<file path="src/rtl/uart_tx_if.sv">
// Transmit-side handshake bundle for uart_tx: parallel byte in, serial line and
// frame-done pulse out.
interface uart_tx_if #(
  parameter int unsigned DATA_BITS = 8
) ();

  logic [DATA_BITS-1:0] data;    // byte to send, sampled on the accept edge
  logic                 valid;   // request to send data
  logic                 ready;   // transmitter idle, can accept
  logic                 serial;  // serial line, idle high
  logic                 done;    // one-cycle pulse on the last stop-bit cycle

  // Producer side: offers bytes and watches the line.
  modport master (
    output data,
    output valid,
    input  ready,
    input  serial,
    input  done
  );

  // Transmitter side.
  modport slave (
    input  data,
    input  valid,
    output ready,
    output serial,
    output done
  );

endinterface

</file>
<file path="src/rtl/uart_tx.sv">
// UART transmitter, 8N1 framing, LSB first, idle-high line.
// Optional even-parity bit between data and stop when UART_TX_PARITY_EN is defined.
// All outputs come straight from registers so the line never glitches.
module uart_tx #(
  parameter int unsigned CLKS_PER_BIT = 4800,
  parameter int unsigned DATA_BITS    = 8
) (
  input  logic     i_clk,
  input  logic     i_rst,
  uart_tx_if.slave bus
);

  localparam int unsigned     CntW    = $clog2(CLKS_PER_BIT);
  localparam int unsigned     IdxW    = (DATA_BITS > 1) ? $clog2(DATA_BITS) : 1;
  localparam logic [CntW-1:0] CntLast = CntW'(CLKS_PER_BIT - 1);
  // Done is registered, so it is raised one cycle ahead of the final stop cycle.
  localparam logic [CntW-1:0] CntDone = CntW'(CLKS_PER_BIT - 2);
  localparam logic [IdxW-1:0] IdxLast = IdxW'(DATA_BITS - 1);

  typedef enum logic [2:0] {
    StIdle,
    StStart,
    StData,
    StParity,
    StStop
  } state_e;

  state_e               r_state;
  logic [CntW-1:0]      r_clk_cnt;
  logic [IdxW-1:0]      r_bit_idx;
  logic [DATA_BITS-1:0] r_shift;
  logic                 r_serial;
  logic                 r_ready;
  logic                 r_done;
`ifdef UART_TX_PARITY_EN
  logic                 r_parity;
`endif

  logic [DATA_BITS-1:0] w_shift_nxt;

  // Next data bit to put on the line once the current one has been held long enough.
  always_comb begin
    w_shift_nxt = r_shift >> 1;
  end

  // Frame sequencer: state, counters, shift register and all registered outputs.
  always_ff @(posedge i_clk or posedge i_rst) begin
    if (i_rst) begin
      r_state   <= StIdle;
      r_clk_cnt <= '0;
      r_bit_idx <= '0;
      r_shift   <= '0;
      r_serial  <= 1'b1;
      r_ready   <= 1'b1;
      r_done    <= 1'b0;
`ifdef UART_TX_PARITY_EN
      r_parity  <= 1'b0;
`endif
    end else begin
      r_done <= 1'b0;
      unique case (r_state)
        StIdle: begin
          r_serial  <= 1'b1;
          r_clk_cnt <= '0;
          r_bit_idx <= '0;
          if (bus.valid) begin
            // Start bit goes on the line the cycle after the accept edge.
            r_shift  <= bus.data;
`ifdef UART_TX_PARITY_EN
            r_parity <= ^bus.data;
`endif
            r_serial <= 1'b0;
            r_ready  <= 1'b0;
            r_state  <= StStart;
          end
        end
        StStart: begin
          if (r_clk_cnt == CntLast) begin
            r_clk_cnt <= '0;
            r_serial  <= r_shift[0];
            r_state   <= StData;
          end else begin
            r_clk_cnt <= r_clk_cnt + 1'b1;
          end
        end
        StData: begin
          if (r_clk_cnt == CntLast) begin
            r_clk_cnt <= '0;
            r_shift   <= w_shift_nxt;
            if (r_bit_idx == IdxLast) begin
              r_bit_idx <= '0;
`ifdef UART_TX_PARITY_EN
              r_serial  <= r_parity;
              r_state   <= StParity;
`else
              r_serial  <= 1'b1;
              r_state   <= StStop;
`endif
            end else begin
              r_bit_idx <= r_bit_idx + 1'b1;
              r_serial  <= w_shift_nxt[0];
            end
          end else begin
            r_clk_cnt <= r_clk_cnt + 1'b1;
          end
        end
        StParity: begin
          if (r_clk_cnt == CntLast) begin
            r_clk_cnt <= '0;
            r_serial  <= 1'b1;
            r_state   <= StStop;
          end else begin
            r_clk_cnt <= r_clk_cnt + 1'b1;
          end
        end
        StStop: begin
          r_serial <= 1'b1;
          if (r_clk_cnt == CntDone) begin
            r_done <= 1'b1;
          end
          if (r_clk_cnt == CntLast) begin
            r_clk_cnt <= '0;
            r_ready   <= 1'b1;
            r_state   <= StIdle;
          end else begin
            r_clk_cnt <= r_clk_cnt + 1'b1;
          end
        end
        default: begin
          r_serial  <= 1'b1;
          r_ready   <= 1'b1;
          r_clk_cnt <= '0;
          r_state   <= StIdle;
        end
      endcase
    end
  end

  assign bus.serial = r_serial;
  assign bus.ready  = r_ready;
  assign bus.done   = r_done;

endmodule

</file>
<file path="src/flat_wrapper.sv">
// flat-port wrapper written by rule: the top's interface ports become plain ports
module uart_tx_flat 
#(
  parameter int unsigned CLKS_PER_BIT = 4800,
  parameter int unsigned DATA_BITS    = 8
)
  (i_clk, i_rst, bus_data, bus_valid, bus_ready, bus_serial, bus_done);
  uart_tx_if #(.DATA_BITS(DATA_BITS)) bus_i ();
  input  logic i_clk;
  input  logic i_rst;
  input wire logic [$bits(bus_i.data)-1:0] bus_data;
  input wire logic [$bits(bus_i.valid)-1:0] bus_valid;
  output wire logic [$bits(bus_i.ready)-1:0] bus_ready;
  output wire logic [$bits(bus_i.serial)-1:0] bus_serial;
  output wire logic [$bits(bus_i.done)-1:0] bus_done;
  assign bus_i.data = bus_data;
  assign bus_i.valid = bus_valid;
  assign bus_ready = bus_i.ready;
  assign bus_serial = bus_i.serial;
  assign bus_done = bus_i.done;
  uart_tx #(.CLKS_PER_BIT(CLKS_PER_BIT), .DATA_BITS(DATA_BITS)) u_core (.i_clk(i_clk), .i_rst(i_rst), .bus(bus_i));
endmodule
</file>
<file path="config.mk">
export PLATFORM = sky130hd
export DESIGN_NAME = uart_tx_flat
export DESIGN_NICKNAME = d
export VERILOG_FILES = /design/src/rtl/uart_tx_if.sv /design/src/rtl/uart_tx.sv /design/src/flat_wrapper.sv
export SDC_FILE = /design/constraint.sdc
export NUM_CORES = 1
export LEC_CHECK = 0
export ABC_AREA = 1
export CORE_MARGIN = 3
export CORE_UTILIZATION = 56
export CTS_BUF_LIST = sky130_fd_sc_hd__clkbuf_16
export CTS_CLUSTER_SIZE = 12
export DETAILED_ROUTE_END_ITERATION = 10
export MAX_ROUTING_LAYER = met4
export PLACE_DENSITY_LB_ADDON = 0.25
export SLEW_MARGIN = 20
export SYNTH_ARGS = -nofsm -noshare
export SYNTH_HDL_FRONTEND = slang
export SYNTH_SLANG_ARGS = --single-unit
</file>
<file path="constraint.sdc">
create_clock -name i_clk -period 1.69 [get_ports i_clk]
set_input_delay 0.338 -clock i_clk [delete_from_list [all_inputs] [get_ports i_clk]]
set_output_delay 0.338 -clock i_clk [all_outputs]
set_load 0.005 [all_outputs]
</file>
==> results of run 1 <==
==> state kept, by name, indices dropped and copies added (netlist names) <==
register           count
u_core.r_bit_idx       3
u_core.bus.ready       1
u_core.r_shift         8
u_core.r_clk_cnt      13
u_core.bus.done        1
u_core.r_state         3
u_core.bus.serial      1
==> area by class of cell <==
class | instances | area [sq um]
clock buffers | 5 | 125
repair buffers | 20 | 183
clock inverters | 3 | 16.3
inverters | 23 | 86.3
multi-input cells | 151 | 754
flip-flops and latches | 30 | 753
fillers | 176 | 634
well taps | 30 | 37.5
==> per-layer routing <==
layer / track usage / up-vias / routed length (um)
met5: - / - / 0
met4: 0.123 / 0 / 110
met1: 0.273 / 655 / 1540
met3: 0.0523 / 12 / 167
met2: 0.370 / 44 / 1630
li1: - / 704 / -
==> cells by family (layout without fill, tap and decap cells) <==
logic type      Yosys count  after routing
compound gates           15             15
simple gates            128            128
xor+xnor                  4              4
flops                    30             30
buf+inv                  27             51
fa+ha+maj                 4              4
==> worst min-delay path by stage <==
stage / start / endpoint / slack (ns) / cells after the start
after global placement: u_core.r_shift[4]$_DFFE_PP0P_ / u_core.r_shift[4]$_DFFE_PP0P_ / 0.45 / 2
final: i_rst / u_core.r_shift[5]$_DFFE_PP0P_ / 0.45 / 3
after CTS: i_rst / u_core.r_shift[4]$_DFFE_PP0P_ / 0.47 / 3
after floorplan: i_rst / u_core.bus.done$_DFF_PP0_ / 0.43 / 1
after detailed placement: u_core.r_shift[0]$_DFFE_PP0P_ / u_core.r_shift[0]$_DFFE_PP0P_ / 0.46 / 2
after global routing: i_rst / u_core.r_clk_cnt[11]$_DFF_PP0_ / 0.50 / 3
==> cells in the mapped netlist <==
master	n	area, sq um
o21ai_0	8	40.0
nor2_2	2	12.5
dfrtp_1	28	701
buf_6	2	22.5
nor2_1	20	75.1
nand4_1	4	25.0
nor3b_1	2	15.0
nor3_1	1	5.00
nand2_1	69	259
xnor2_1	1	8.76
clkbuf_2	1	5.00
o211ai_1	1	7.51
buf_2	1	5.00
nor4b_1	1	8.76
a21oi_1	5	25.0
ha_1	4	50.1
inv_1	23	86.3
o21bai_1	1	7.51
nand3_2	1	10.0
nand2_2	4	25.0
dfstp_2	2	52.6
nand3_1	23	115
nor3_4	1	16.3
xor2_1	3	26.3
==> timing repair <==
action                                  4_1_cts  5_1_grt
hold buffers                                  0        0
gates resized for setup                       0        7
setup buffers                                 0        0
endpoints found under the setup margin        0       22
==> power by group through the flow <==
stage / registers, uW / clock network [uW] / logic [uW]
3_3_place_gp: 731 / 0 / 48.6
2_1_floorplan: 731 / 0 / 19.4
6_report: 720 / 833 / 48.6
4_1_cts: 720 / 841 / 50.0
3_5_place_dp: 731 / 0 / 49.6
5_1_grt: 719 / 878 / 54.9
==> stage by stage <==
stage / hold WS (ns) / worst slack (ns) / total power [uW] / cell area, sq um
after global routing: 0.500 / 0.00122 / 1650 / 1960
after CTS: 0.470 / 0.0303 / 1610 / 1930
final: 0.449 / 0.0570 / 1600 / 1960
after detailed placement: 0.461 / 0.0369 / 781 / 1790
after floorplan: 0.427 / 0.310 / 751 / 1600
after global placement: 0.454 / 0.0988 / 780 / 1790
==> results.json, run 1 <==
{
  "netSwitchingFraction": 0.200,
  "power_frac_comb": 0.030,
  "num_io_pins": 14,
  "reg2reg_depth": 8,
  "fin_tns_setup_ns": 0,
  "synthXorXnorAreaFrac": 0.0218,
  "synth_nets": 223,
  "synth_area_sq_um": 1600,
  "slew_headroom": 0.746,
  "worstMarginPinSlew_ns": 0.381,
  "ant_nets": 0,
  "grtUsageTotal": 0.233,
  "stdcell_count": 262,
  "place_congestion": 0.929,
  "vias": 1415,
  "status": "finished, final reports clean",
  "synth.avg_cell_area_sq_um": 7.71,
  "yosysSeqAreaShare": 0.470,
  "rsz0062_at_grt": "no",
  "startpoint_type": "flip-flop",
  "synth.distinct_cells": 24,
  "clk_pin_slew_ns": 0.05,
  "min_period_over_period": 0.966,
  "final_common_cell": "nand2_1",
  "root_buffer": "clkbuf_16",
  "die_h_um": 59.5,
  "first_pass_iters": 4,
  "ys_ff_latch": 30,
  "cp_top_family": "flip-flops",
  "crit_required_ns": 1.35,
  "hold_violations": 0,
  "reg2reg_to": "u_core.r_shift[7]$_DFFE_PP0P_",
  "cp_slowest_stage_delay_ns": 0.53,
  "core_sq_um": 2590,
  "syn_to_final_growth_pct": 21.9,
  "routed_wl_um": 3450,
  "port_buffers": 13,
  "crit_type": "reg2out",
  "reg2reg_slack_ns": 0.12,
  "place_inst": 254,
  "worstPathMaxFanout": 3,
  "grt_pass1_wl_um": 5910,
  "dieArea_sq_um": 3540,
  "powerDensity_nw_per_um2": 819,
  "overflow": 0,
  "r2r_start": "u_core.r_clk_cnt[0]$_DFF_PP0_",
  "initial_core_util": 0.619,
  "yosys.area_share.simple": 0.353,
  "crit_path_top_delay_cell": "dfstp_2",
  "maxCapViolCount": 0,
  "path_cells": "clkdlybuf4s50_1",
  "num_rows": 18,
  "synth_top_family_by_area": "simple AND/OR/NAND/NOR gates",
  "leakagePower_uw": 0.000982,
  "grt_pass1_vias": 1408,
  "switchingPower_uw": 320,
  "drt_iter0_drc": 71,
  "synth_compound_area_frac": 0.0499,
  "critPathArrivalTime_ns": 1.29,
  "yosysWarnings": 0,
  "most-common-layout-cells": "68 x nand2_1, 28 x dfrtp_1, 23 x inv_1",
  "dieWidth_um": 59.5,
  "drive_above_1_share": 0.129,
  "crit_path_end_kind": "primary output",
  "crit_path_end": "bus_ready",
  "hpwlAfterDp_um": 2490,
  "synthMuxAreaShare": 0,
  "nNetsFinal": 246,
  "setup_viol": 0,
  "grt_max_degree": 31,
  "layout_min_cycle_time_ns": 1.63,
  "path_depth": 1,
  "hold_path.class": "in2async",
  "cts_sinks": 30,
  "wl_per_cell_um": 13.2,
  "clock_latency_ns": 0.27,
  "diodes": 0,
  "fmax_mhz": 612,
  "ir_drop_uv": 976,
  "finClkSkew_ns": 0.00398,
  "numCtsBuffers": 5,
  "cts_buffer_depth": 2,
  "vias_per_cell": 5.40,
  "h-tree-depth": 2,
  "final_util": 0.755,
  "antenna_found_initial": 0,
  "drc": 0,
  "clockPowerShare": 0.520,
  "synthAdderAreaFrac": 0.0312,
  "synth_cells": 208,
  "intPower_uw": 1280,
  "p_seq_frac": 0.450,
  "slew_violations": 0,
  "critPathLaunch": "u_core.bus.ready$_DFFE_PP1P_",
  "cts_tree": "yes",
  "path_buf_inv": 1
}
No activity file was read; power rests on OpenSTA's default activity.
==> run 2: changes to the inputs <==
--- a/config.mk
+++ b/config.mk
@@ -5,7 +5,6 @@
 export SDC_FILE = /design/constraint.sdc
 export NUM_CORES = 1
 export LEC_CHECK = 0
-export ABC_AREA = 1
 export CORE_MARGIN = 3
 export CORE_UTILIZATION = 56
 export CTS_BUF_LIST = sky130_fd_sc_hd__clkbuf_16
@@ -13,6 +12,7 @@
 export DETAILED_ROUTE_END_ITERATION = 10
 export MAX_ROUTING_LAYER = met4
 export PLACE_DENSITY_LB_ADDON = 0.25
+export SKIP_CTS_REPAIR_TIMING = 1
 export SLEW_MARGIN = 20
 export SYNTH_ARGS = -nofsm -noshare
 export SYNTH_HDL_FRONTEND = slang
==> run 2 against run 1 <==
Net effect: routed wire length down 5.9%; clock power is 0.5% higher; critical path depth did not move; largest power group is now sequential cells; highest routed layer unchanged.
==> results.json, run 2 <==
{
  "wl_met3_um": 168,
  "highest_layer": "met4",
  "path_buf_inv": 1,
  "place_area_sq_um": 1760,
  "path_cells": "clkdlybuf4s50_1",
  "first_pass_iters": 4,
  "synth_most_common_cell": "dfrtp_1",
  "routed_wl_um": 3250,
  "worstMarginPinSlew_ns": 0.369,
  "synth.area.top_cells": "dfrtp_1 46%, xor2_1 5.7%, nor2_1 5.7%",
  "place_congestion": 0.855,
  "synth.largest_area_cell": "dfrtp_1",
  "status": "finished, final reports clean",
  "startpoint_type": "flip-flop",
  "die_h_um": 58.2,
  "synthAdderAreaFrac": 0.0328,
  "grt_max_degree": 31,
  "yosysWarnings": 0,
  "hold_violations": 0,
  "met2_length_um": 1670,
  "ys_ff_latch": 30,
  "most-common-layout-cells": "27 x dfrtp_1, 23 x nor2_1, 15 x buf_4",
  "layout_min_cycle_time_ns": 1.65,
  "port_buffers": 13,
  "cp_top_family": "flip-flops",
  "final_common_cell": "dfrtp_1",
  "root_buffer": "clkbuf_16",
  "cts_tree": "yes",
  "synthXorXnorAreaFrac": 0.0631,
  "wl_met1_um": 1350,
  "crit_path_top_delay_cell": "dfstp_2",
  "leakagePower_uw": 0.000879,
  "reg2reg_to": "u_core.r_shift[0]$_DFFE_PP0P_",
  "fin_area_sq_um": 1960,
  "num_rows": 18,
  "grt_pass1_vias": 1166,
  "crit_path_end_kind": "primary output",
  "fmax_mhz": 605,
  "initial_core_util": 0.600,
  "yosys.area_share.simple": 0.252,
  "fin_tns_setup_ns": 0,
  "powerDensity_nw_per_um2": 1120,
  "h-tree-depth": 2,
  "drc": 0,
  "dieArea_sq_um": 3390,
  "num_io_pins": 14,
  "crit_type": "reg2out",
  "synth_enable_flop_cells": 0,
  "synth_ff_type": "dfrtp_1",
  "vias": 1234,
  "synthTopCellsByCount": "28 x dfrtp_1, 23 x nor2_1, 10 x nand2b_1, 10 x xor2_1, 8 x nand3_1",
  "yosysSeqAreaShare": 0.493,
  "clock_latency_ns": 0.27,
  "overflow": 0,
  "synth_nets": 162,
  "synth_area_sq_um": 1530,
  "slew_headroom": 0.754,
  "reg2reg_slack_ns": 0.08,
  "synth.avg_cell_area_sq_um": 10.4,
  "drive_above_1_share": 0.222,
  "worstPathMaxFanout": 3,
  "maxCapViolCount": 0,
  "ant_nets": 0,
  "numCtsBuffers": 5,
  "crit_required_ns": 1.35,
  "drt_iter0_drc": 93,
  "r2r_start": "u_core.r_clk_cnt[6]$_DFF_PP0_",
  "place_inst": 196,
  "finClkSkew_ns": 0.00480,
  "largest_registers": "u_core.r_clk_cnt x13, u_core.r_shift x8",
  "cts_buffer_depth": 2,
  "path_depth": 1,
  "core_sq_um": 2540,
  "reg2reg_depth": 5,
  "slew_violations": 0,
  "synth.distinct_cells": 35,
  "vias_per_cell": 5.99,
  "cp_slowest_stage_delay_ns": 0.54,
  "grtUsageTotal": 0.225,
  "hpwlAfterDp_um": 2150,
  "async_flop_share": 1.00,
  "critPathArrivalTime_ns": 1.31,
  "rsz0062_at_grt": "yes",
  "synth_cells": 147,
  "hold_path.class": "in2async",
  "nNetsFinal": 190,
  "min_period_over_period": 0.978,
  "clk_pin_slew_ns": 0.05,
  "ir_drop_uv": 1070,
  "syn_to_final_growth_pct": 28.1,
  "synthMuxAreaShare": 0,
  "grt_pass1_wl_um": 5590,
  "setup_viol": 0,
  "synth_top_family_by_area": "simple AND/OR/NAND/NOR gates",
  "yosysTopAreaCellShare": 0.459,
  "dieWidth_um": 58.2,
  "wl_per_cell_um": 15.8,
  "regMostFlops": "u_core.r_clk_cnt",
  "synth_compound_area_frac": 0.123,
  "antenna_found_initial": 0,
  "diodes": 0,
  "stdcell_count": 206,
  "cts_sinks": 30,
  "largest_reg_flops": 13
}
==> run 2: cell types whose count changed after synthesis, sizes merged, moves of 3 or more <==
cell | previous run | this run
clkbuf | 1 | 4
nand4 | 4 | 8
inv | 23 | 4
a21oi | 5 | 2
nand3 | 24 | 8
nand2b | 0 | 10
and2 | 0 | 3
o221a | 0 | 7
xor2 | 3 | 10
nand2 | 73 | 4
==> run 2: worst max-delay path by stage <==
stage | start | end | slack [ns]
after floorplan | u_core.r_clk_cnt[0]$_DFF_PP0_ | u_core.r_shift[1]$_DFFE_PP0P_ | 0.03
after global placement | bus_valid | u_core.r_shift[2]$_DFFE_PP0P_ | 0.12
after detailed placement | bus_valid | u_core.r_shift[1]$_DFFE_PP0P_ | 0.06
after CTS | u_core.bus.ready$_DFFE_PP1P_ | bus_ready | 0.03
after global routing | u_core.r_clk_cnt[6]$_DFF_PP0_ | u_core.r_state[1]$_DFFE_PP0P_ | -0.04
final | u_core.bus.ready$_DFFE_PP1P_ | bus_ready | 0.04
==> run 2: cells by family after synthesis <==
group,count (synthesis)
flip-flops,30
adder cells (fa/ha/maj),4
AO/OA/AOI/OAI,23
XOR/XNOR,11
AND/OR/NAND/NOR,67
buffers and inverters,12
==> run 2: through the flow <==
stage          hold WS, ns  worst slack [ns]   util  power (uW)
2_1_floorplan        0.427            0.0267      -        1200
3_3_place_gp         0.458             0.115  0.692        1300
3_5_place_dp         0.484            0.0613  0.692        1320
4_1_cts              0.475            0.0318  0.747        2170
5_1_grt              0.496           -0.0409  0.769        2320
6_report             0.455            0.0380  0.769        2180
==> run 2: layout make-up <==
cell class                 count  area, sq um
inverter                       4         15.0
timing repair buffer          29          254
fill                         162          588
multi-input combinational    105          754
clock buffer                   5          125
tap                           30         37.5
clock inverter                 3         16.3
sequential                    30          754
==> run 2: per-layer routing <==
metal  up-vias  GRT usage
li1        581          -
met1       595      0.284
met2        49      0.353
met3         9     0.0557
met4         0     0.0795
met5         -          -
==> run 2: report_power, final <==
| group | switching [uW] | internal, uW |
|---|---|---|
| Clock | 301 | 536 |
| Sequential | 108 | 856 |
| Combinational | 171 | 214 |
| Total | 580 | 1610 |
==> run 2: worst reg2reg max path, cell delays in order, from the launching register on <==
cell,delay [ns]
dfrtp_2,0.44
nor4b_4,0.37
buf_4,0.19
nand4_4,0.08
buf_6,0.16
o221a_2,0.27
